## src/rtl/branch_ctrl.sv

```systemverilog
// Branch resolution controller: accepts one compare-and-branch request at a time,
// resolves condition and next PC, and flushes the pipeline on taken branches.
module branch_ctrl #(
  parameter int CNT_W = 16
) (
  input  logic             clk,
  input  logic             rst,
  input  logic             req_valid,
  output logic             req_ready,
  input  logic [31:0]      req_ir,
  input  logic [31:0]      req_pc,
  input  logic [31:0]      req_a,
  input  logic [31:0]      req_b,
  output logic             rd_valid,
  input  logic             rd_ready,
  output logic             rd_taken,
  output logic [31:0]      rd_target,
  output logic             rd_illegal,
  output logic             flush,
  output logic             busy,
  output logic [CNT_W-1:0] taken_cnt
);

  localparam logic [1:0] IDLE = 2'd0;
  localparam logic [1:0] EVAL = 2'd1;
  localparam logic [1:0] RESP = 2'd2;

  localparam logic [CNT_W-1:0] CNT_ONE = {{(CNT_W-1){1'b0}}, 1'b1};
  localparam logic [CNT_W-1:0] CNT_MAX = {CNT_W{1'b1}};

  logic [1:0]       state_reg, state_next;
  logic             req_ready_reg;
  logic             rd_valid_reg;
  logic             rd_taken_reg;
  logic             rd_illegal_reg;
  logic [31:0]      rd_target_reg;
  logic             flush_reg;
  logic [CNT_W-1:0] taken_cnt_reg;

  logic [5:0]       op_reg;
  logic [15:0]      imm_reg;
  logic [31:0]      pc_reg, a_reg, b_reg;

  logic             accept, resp_done;
  logic             a_eq_b, a_lt_b;
  logic             eval_taken, eval_illegal;
  logic [31:0]      br_offset, eval_target;
  logic             unused_ir;

  // Bits between the opcode and the immediate carry no meaning for branches.
  assign unused_ir = ^req_ir[25:16];

  assign accept    = req_valid & req_ready_reg;
  assign resp_done = (state_reg == RESP) & rd_ready;

  always_comb begin
    state_next = state_reg;
    case (state_reg)
      IDLE:    if (accept) state_next = EVAL;
      EVAL:    state_next = RESP;
      RESP:    if (rd_ready) state_next = IDLE;
      default: state_next = IDLE;
    endcase
  end

  // Condition evaluation works only on the latched copy of the request.
  always_comb begin
    a_eq_b       = (a_reg == b_reg);
    a_lt_b       = ($signed(a_reg) < $signed(b_reg));
    eval_taken   = 1'b0;
    eval_illegal = 1'b0;
    case (op_reg)
      6'h08:   eval_taken = a_eq_b;
      6'h09:   eval_taken = ~a_eq_b;
      6'h0A:   eval_taken = ~a_lt_b;
      6'h0B:   eval_taken = ~a_lt_b & ~a_eq_b;
      6'h0C:   eval_taken = a_lt_b | a_eq_b;
      6'h0D:   eval_taken = a_lt_b;
      default: eval_illegal = 1'b1;
    endcase
    br_offset   = eval_taken ? {{14{imm_reg[15]}}, imm_reg, 2'b00} : 32'd0;
    eval_target = pc_reg + 32'd4 + br_offset;
  end

  always_ff @(posedge clk or negedge rst) begin
    if (!rst) begin
      state_reg      <= IDLE;
      req_ready_reg  <= 1'b0;
      rd_valid_reg   <= 1'b0;
      rd_taken_reg   <= 1'b0;
      rd_illegal_reg <= 1'b0;
      rd_target_reg  <= 32'd0;
      flush_reg      <= 1'b0;
      taken_cnt_reg  <= '0;
      op_reg         <= 6'd0;
      imm_reg        <= 16'd0;
      pc_reg         <= 32'd0;
      a_reg          <= 32'd0;
      b_reg          <= 32'd0;
    end else begin
      state_reg     <= state_next;
      req_ready_reg <= (state_next == IDLE);
      rd_valid_reg  <= (state_next == RESP);
      flush_reg     <= resp_done & rd_taken_reg;

      if (accept) begin
        op_reg  <= req_ir[31:26];
        imm_reg <= req_ir[15:0];
        pc_reg  <= req_pc;
        a_reg   <= req_a;
        b_reg   <= req_b;
      end

      // Result registers are loaded once and then held for the whole RESP phase.
      if (state_reg == EVAL) begin
        rd_taken_reg   <= eval_taken;
        rd_illegal_reg <= eval_illegal;
        rd_target_reg  <= eval_target;
      end

      if (resp_done && rd_taken_reg && (taken_cnt_reg != CNT_MAX))
        taken_cnt_reg <= taken_cnt_reg + CNT_ONE;
    end
  end

  assign req_ready  = req_ready_reg;
  assign busy       = ~req_ready_reg;
  assign rd_valid   = rd_valid_reg;
  assign rd_taken   = rd_taken_reg;
  assign rd_illegal = rd_illegal_reg;
  assign rd_target  = rd_target_reg;
  assign flush      = flush_reg;
  assign taken_cnt  = taken_cnt_reg;

endmodule

```

## config.mk

```make
export PLATFORM = sky130hd
export DESIGN_NAME = branch_ctrl
export DESIGN_NICKNAME = d
export VERILOG_FILES = /design/src/rtl/branch_ctrl.sv
export SDC_FILE = /design/constraint.sdc
export NUM_CORES = 1
export LEC_CHECK = 0
export BUFFER_PORTS_ARGS = -buffer_cell sky130_fd_sc_hd__clkbuf_2
export CAP_MARGIN = 15
export CORE_ASPECT_RATIO = 0.8
export CORE_MARGIN = 4
export CORE_UTILIZATION = 47
export CTS_CLUSTER_SIZE = 8
export DETAILED_ROUTE_END_ITERATION = 10
export GPL_TIMING_DRIVEN = 0
export HOLD_SLACK_MARGIN = 0.06
export PLACE_DENSITY = 0.68
export SYNTH_ARGS = -nofsm -noshare
export SYNTH_HDL_FRONTEND = slang
export SYNTH_SLANG_ARGS = --single-unit
```

## constraint.sdc

```tcl
create_clock -name clk -period 7.2 [get_ports clk]
set_input_delay 1.44 -clock clk [delete_from_list [all_inputs] [get_ports clk]]
set_output_delay 1.44 -clock clk [all_outputs]
set_load 0.01 [all_outputs]
```

==> metrics.txt, run 1 <==
root buffer cell=clkbuf_16; Max Freq=160 MHz; dominant synthesized flop cell=dfrtp_1; P&R area growth vs syn=19.6%; post-route cell area=0.0110 sq mm; Final min period=6250 ps; clock insertion delay at the later pin of the skew report=430 ps; Starting Density=48.3%; Setup Buffers After CTS=0; Mapped Cells=804; crit path cell chain=ha_1 > a21o_1 > a221o_1 > a221o_1 > a2bb2oi_1 > nand4_1 > a31oi_1 > a21oi_1 > nor2_2 > buf_2 > and2_1 > ha_1 > ha_1 > fa_1 > a211oi_1 > nor2_1 > o311ai_1 > nand2_1 > a31o_2 > a21o_1 > a21o_1 > a211o_1 > o211ai_1; DR pass1 iterations=6; Critical path buffers and inverters=1; Remaining DRCs=0; largest net degree at the start of global routing=94; delay-heaviest family, CP=compound AO/OA/AOI/OAI gates; Crit. End Element=flop; worst hold path type=reg2reg; Via density=5.21; routability cong.=0.874; Synth top area share=47.0%; CP arrival=6590 ps; critical path peak fanout=10; CTS H-tree depth=4; max-slew violations=0; Setup TNS Final=0 ps; Pwr Density=402 mW/mm^2; global route overflow=0; CTS Buffer Depth=2; count leader, synth=dfrtp_1; fin crit share=86.8%; syn nets=1027; CP Launch Type=flop; std cell rows=45; # setup viols final=0; mapped cell area=0.00921 sq mm; clock-pin slew on the worst setup and hold paths=70 ps; Filler cells=1685; Final ANT Viol Nets=0; Worst EP required=7540 ps; first-pass GRT wire length=34300 um; Yosys reg bits=173; max-cap viol count=0; Largest stage delay, worst path=530 ps; number of CTS-inserted buffers=17; maximum vdd ir drop=174 uV; initial antenna violation count=3; hold_ws=470 ps; register area share after synthesis=47.0%; Die Ht=133 um; DP Area=0.0104 sq mm; P_leak=5.53 nW; Seq. cell area=0.00433 sq mm; Post-Synth Simple-Gate Area=9.46%; IO buf count=175; syn avg cell area=11.5 sq um; WS Path Type=reg2reg; initial drt markers=345; pre-CTS setup slack=968 ps; vias=6624; clock skew=13.2 ps; # resized after CTS=0; CTS Hold Bufs=0; vias in the first global route=6704; multiplexer share of the synthesized area=14.9%; share of layout cells above drive strength 1=33.2%; worst-margin pin slew=842 ps; final hold vios=0; I/O Pins=186; most common library cells after synthesis=dfrtp_1 (173), mux2_2 (119), ha_1 (90); Core Region=0.0191 sq mm; global-route usage over all layers=19.9%; DRT Wirelength=21100 um; status=finished clean; final worst slack=951 ps; Slowest-stage cell, CP=o311ai_1; leading area contributor after synthesis=dfrtp_1; Ys Warns=0; flop2flop setup slack=950 ps; EDFF count, synth=0; Sink Count=173; die area=0.0219 sq mm; Cell variety after synth=58; RSZ-0062 raised after global routing=false; Die X=165 um; DPL Wire Length=16100 um; Max-slew headroom=43.9%; final net count=1222; CTS tree=yes; Synth Area in XOR/XNOR=3.52%; Multi-input gate area=0.00462 sq mm; main combinational cell family by area after synthesis=multiplexers; Synth Area in Compound Gates=9.90%; Adder-Cell Fraction of Synth Area=12.4%; top post-synthesis cells by area=dfrtp_1 (47%), mux2_2 (15%), ha_1 (12%); asr flop ratio synth=100%; WL per Instance=16.6 um; Final Util=57.7%
## final timing paths
| path | to | depth (start not counted) | from |
|---|---|---|---|
| worst max-delay path | rd_target[23]$_DFFE_PN0N_ | 23 | a_reg[5]$_DFFE_PN0P_ |
| worst min-delay path | rd_target[1]$_DFFE_PN0N_ | 2 | pc_reg[1]$_DFFE_PN0P_ |
| worst max register to register | rd_target[23]$_DFFE_PN0N_ | 23 | a_reg[5]$_DFFE_PN0P_ |
| worst min register to register | rd_target[1]$_DFFE_PN0N_ | 2 | pc_reg[1]$_DFFE_PN0P_ |
| max in group asynchronous | b_reg[1]$_DFFE_PN0P_ | 2 | rst |
| min in group asynchronous | b_reg[24]$_DFFE_PN0P_ | 1 | rst |
## worst register-to-register path, stage by stage, from the launching register on
cell       delay (ps)
dfrtp_1           380
ha_1              310
a21o_1            180
a221o_1           320
a221o_1           400
a2bb2oi_1         220
nand4_1           110
a31oi_1           290
a21oi_1           160
nor2_2            250
buf_2             300
and2_1            160
ha_1              220
ha_1              230
fa_1              420
a211oi_1          250
nor2_1            110
o311ai_1          540
nand2_1           220
a31o_2            310
a21o_1            180
a21o_1            210
a211o_1           300
o211ai_1           90
## layout make-up
| cell class | instances | area share, % |
|---|---|---|
| Clock buffer | 20 | 4.05 |
| Tap cell | 258 | 2.93 |
| Buffer | 25 | 0.863 |
| Antenna cell | 1 | 0.0227 |
| Inverter | 43 | 1.47 |
| Clock inverter | 12 | 1.10 |
| Timing Repair Buffer | 176 | 8.28 |
| Multi-Input combinational cell | 563 | 42.0 |
| Sequential cell | 173 | 39.3 |
## power breakdown
group,internal (mW),switching [mW],total (mW)
Sequential,1.39,0.247,1.64
Clock,0.467,0.427,0.894
Combinational,0.904,0.998,1.90
Total,2.76,1.67,4.43
## kinds of logic after synthesis
logic type,Yosys count
AO/OA/AOI/OAI,140
flip-flops,173
buffers and inverters,68
multiplexers,122
adder cells (fa/ha/maj),91
XOR/XNOR,37
AND/OR/NAND/NOR,173
## layout by cell type (no fill, tap or decap), drive strengths merged, types with 6 or more instances in the layout
| master | n |
|---|---|
| nand4 | 12 |
| inv | 50 |
| ha | 90 |
| and2 | 18 |
| a21o | 20 |
| nand2 | 65 |
| a21oi | 32 |
| nand3 | 15 |
| o21ai | 38 |
| xor2 | 13 |
| mux2 | 120 |
| nor2 | 20 |
| xnor2 | 24 |
| clkbuf | 216 |
| and3 | 8 |
| dfrtp | 173 |
| nor3 | 9 |
| o21a | 6 |
## metrics by stage
stage,cells,power [mW]
CTS,1270,4.47
finish,1271,4.43
detailed placement,1238,3.56
global placement,1237,3.50
floorplan,804,2.97
global route,1271,4.81
## metal layers
metal	vias up	global-route usage [%]	wire (um)
met5	-	0	20
met4	4	5.54	327
met3	24	6.68	1560
met2	151	29.9	9230
met1	3176	27.7	9950
li1	3269	-	-
No activity file was read; power rests on OpenSTA's default activity.
==> run 2, diff against run 1 <==
- ABC_AREA: unset -> 1
- BUFFER_PORTS_ARGS: -buffer_cell sky130_fd_sc_hd__clkbuf_2 -> unset
- DONT_BUFFER_PORTS: unset -> 1
- PLACE_DENSITY: 0.68 -> 0.6
==> metrics.txt, run 2 <==
Ys Warns=0 (unchanged); final net count=1273 (+4.2%); Max-slew headroom=49.9% (+6.0 points); initial drt markers=488 (+41%); Cell variety after synth=42 (-28%); max-cap viol count=0 (unchanged); Largest stage delay, worst path=380 ps (-150 ps); number of diodes=0 (-1); critical path peak fanout=10 (unchanged); CP Launch Type=flop; Final ANT Viol Nets=0 (unchanged); vias=6779 (+2.3%); most used cell, CP=nand2_1; first-pass GRT wire length=35800 um (+4.3%); DR pass1 iterations=4 (-2); Via density=5.11 (-2.0%); Die Ht=135 um (+1.4%); clock-pin slew on the worst setup and hold paths=70 ps (about the same); max-slew violations=0 (unchanged); CTS Buffer Depth=2 (unchanged); Core Region=0.0199 sq mm (+4.0%); DRT Wirelength=22200 um (+5.2%); Setup Buffers After CTS=0 (unchanged); worst hold path type=reg2reg; flop2flop setup slack=2080 ps (+1130 ps); routability cong.=0.897 (+2.6%); vias in the first global route=6709 (+0.075%); EDFF count, synth=0 (unchanged); CP arrival=5410 ps (-1180 ps); CTS Hold Bufs=0 (unchanged); initial antenna violation count=2 (-1); CTS H-tree depth=4 (unchanged); CTS tree=yes; register area share after synthesis=45.6% (-1.4 points); Setup TNS Final=0 ps (unchanged); Final min period=5120 ps (-1130 ps); Sink Count=173 (unchanged); die area=0.0225 sq mm (+2.8%); final hold vios=0 (unchanged); syn avg cell area=9.20 sq um (-20%); leading cell type in the layout, fill and taps excluded=dfrtp_1; worst-margin pin slew=752 ps (-89.5 ps); Yosys reg bits=173 (unchanged); critical path startpoint=a_reg[31]$_DFFE_PN0P_; Multi-input gate area=0.00457 sq mm (-1.2%); WHS Path Cells=1 (-1); Hold EP=state_reg[0]$_DFF_PN0_; asr flop ratio synth=100% (unchanged); clock skew=23.8 ps (+10.6 ps); DPL Wire Length=17200 um (+6.8%); number of CTS-inserted buffers=17 (unchanged); RSZ-0062 raised after global routing=false; WL per Instance=16.7 um (+0.80%); # setup viols final=0 (unchanged); Synth top area share=45.6% (-1.4 points); Starting Density=47.8% (-0.48 points); Filler cells=1930 (+15%); Worst EP required=7490 ps (-50 ps); most frequent cells in the layout=dfrtp_1 (173), nand2_1 (159), inv_1 (124); leading area contributor after synthesis=dfrtp_1; most common library cells after synthesis=dfrtp_1 (173), nand2_1 (159), inv_1 (124); count leader, synth=dfrtp_1; IO buf count=0 (-100%); Max Freq=195 MHz (+22%); mapped cell area=0.00949 sq mm (+3.0%); global route overflow=0 (unchanged); Slowest-stage cell, CP=dfrtp_1; clock insertion delay at the later pin of the skew report=440 ps (about the same); Crit. End Element=flop; P&R area growth vs syn=9.43%; top post-synthesis cells by area=dfrtp_1 (46%), ha_1 (12%), mux2_2 (7.7%); root buffer cell=clkbuf_16; Remaining DRCs=0 (unchanged); I/O Pins=186 (unchanged); share of layout cells above drive strength 1=12.2% (-21 points); global-route usage over all layers=20.1% (+0.20 points); WS Path Type=reg2reg; R2R cell count=30 (+30%); Die X=167 um (+1.4%); syn nets=1254 (+22%); dominant synthesized flop cell=dfrtp_1; status=finished clean; Seq. cell area=0.00433 sq mm (unchanged); fin crit share=71.1% (-16 points); reg2reg end=rd_target[27]$_DFFE_PN0N_; r2r startpoint=a_reg[31]$_DFFE_PN0P_; std cell rows=46 (+2.2%); # resized after CTS=0 (unchanged); largest net degree at the start of global routing=174 (+85%); Min-Delay Startpoint=state_reg[1]$_DFF_PN0_; Mapped Cells=1031 (+28%)
[run 2: cell types whose count changed after synthesis, moves of 9 or more]
| cell | before | now |
|---|---|---|
| xnor2_1 | 24 | 10 |
| mux2_2 | 119 | 65 |
| a21oi_1 | 32 | 98 |
| nand2_1 | 65 | 159 |
| and2_1 | 18 | 0 |
| or2_2 | 1 | 10 |
| inv_1 | 43 | 124 |
| a21o_1 | 20 | 3 |
| nand3_1 | 15 | 33 |
| nor2_1 | 19 | 118 |
[run 2: area by class of cell]
cell class	instances	area share (%)
Sequential cell	173	41.7
Inverter	128	4.63
Tap cell	264	3.18
Clock buffer	19	4.27
Buffer	27	1.02
Multi-Input combinational cell	703	44.0
Clock inverter	13	1.17
[run 2: metrics by stage]
stage               utilization, %  instance area (sq um)  hold WS (ps)  cells  setup slack [ps]
finish                        52.3                  10400           504   1327              2080
global route                  52.3                  10400           534   1327              1600
CTS                           52.3                  10400           504   1327              2010
detailed placement            49.4                   9820           495   1295              2020
global placement              49.4                   9820           481   1295              2090
floorplan                        -                   9490           466   1031              3020
[run 2: how the worst max path moves through the flow]
stage                                      endpoint  slack [ps]  depth (start not counted)
final                     rd_target[27]$_DFFE_PN0N_        2080                         30
after floorplan           rd_target[23]$_DFFE_PN0N_        3020                         31
after CTS                 rd_target[27]$_DFFE_PN0N_        2010                         30
after detailed placement  rd_target[27]$_DFFE_PN0N_        2020                         30
after global placement    rd_target[27]$_DFFE_PN0N_        2090                         30
after global routing      rd_target[27]$_DFFE_PN0N_        1600                         32
[run 2: cells by family after synthesis]
family | Yosys count | synth area share [%]
buffers and inverters | 155 | 6.19
muxes | 65 | 7.72
AOI/OAI and AO/OA | 162 | 9.42
adders and majority gates | 91 | 12.1
and+or+nand+nor | 359 | 16.6
DFF | 173 | 45.6
xor gates and xnor gates | 26 | 2.40
[run 2: critical path: cells and delay by family (launching register included)]
family / cells / cell delay (ps)
adder cells (fa/ha/maj): 4 / 1260
XOR/XNOR: 1 / 190
flip-flops: 1 / 380
AND/OR/NAND/NOR: 13 / 1150
buffers and inverters: 4 / 530
AO/OA/AOI/OAI: 8 / 1470
[run 2: per-layer routing]
| layer | up-vias | wire [um] | global-route usage, % |
|---|---|---|---|
| met1 | 3178 | 11600 | 30.5 |
| met2 | 144 | 8880 | 28.2 |
| met5 | - | 23 | 0 |
| met4 | 4 | 286 | 4.32 |
| li1 | 3434 | - | - |
| met3 | 19 | 1420 | 6.29 |
Power of run 2 is left out: the tool's default activity adds up to more than one toggle a clock period on the data nets, which glitch-free logic cannot reach.
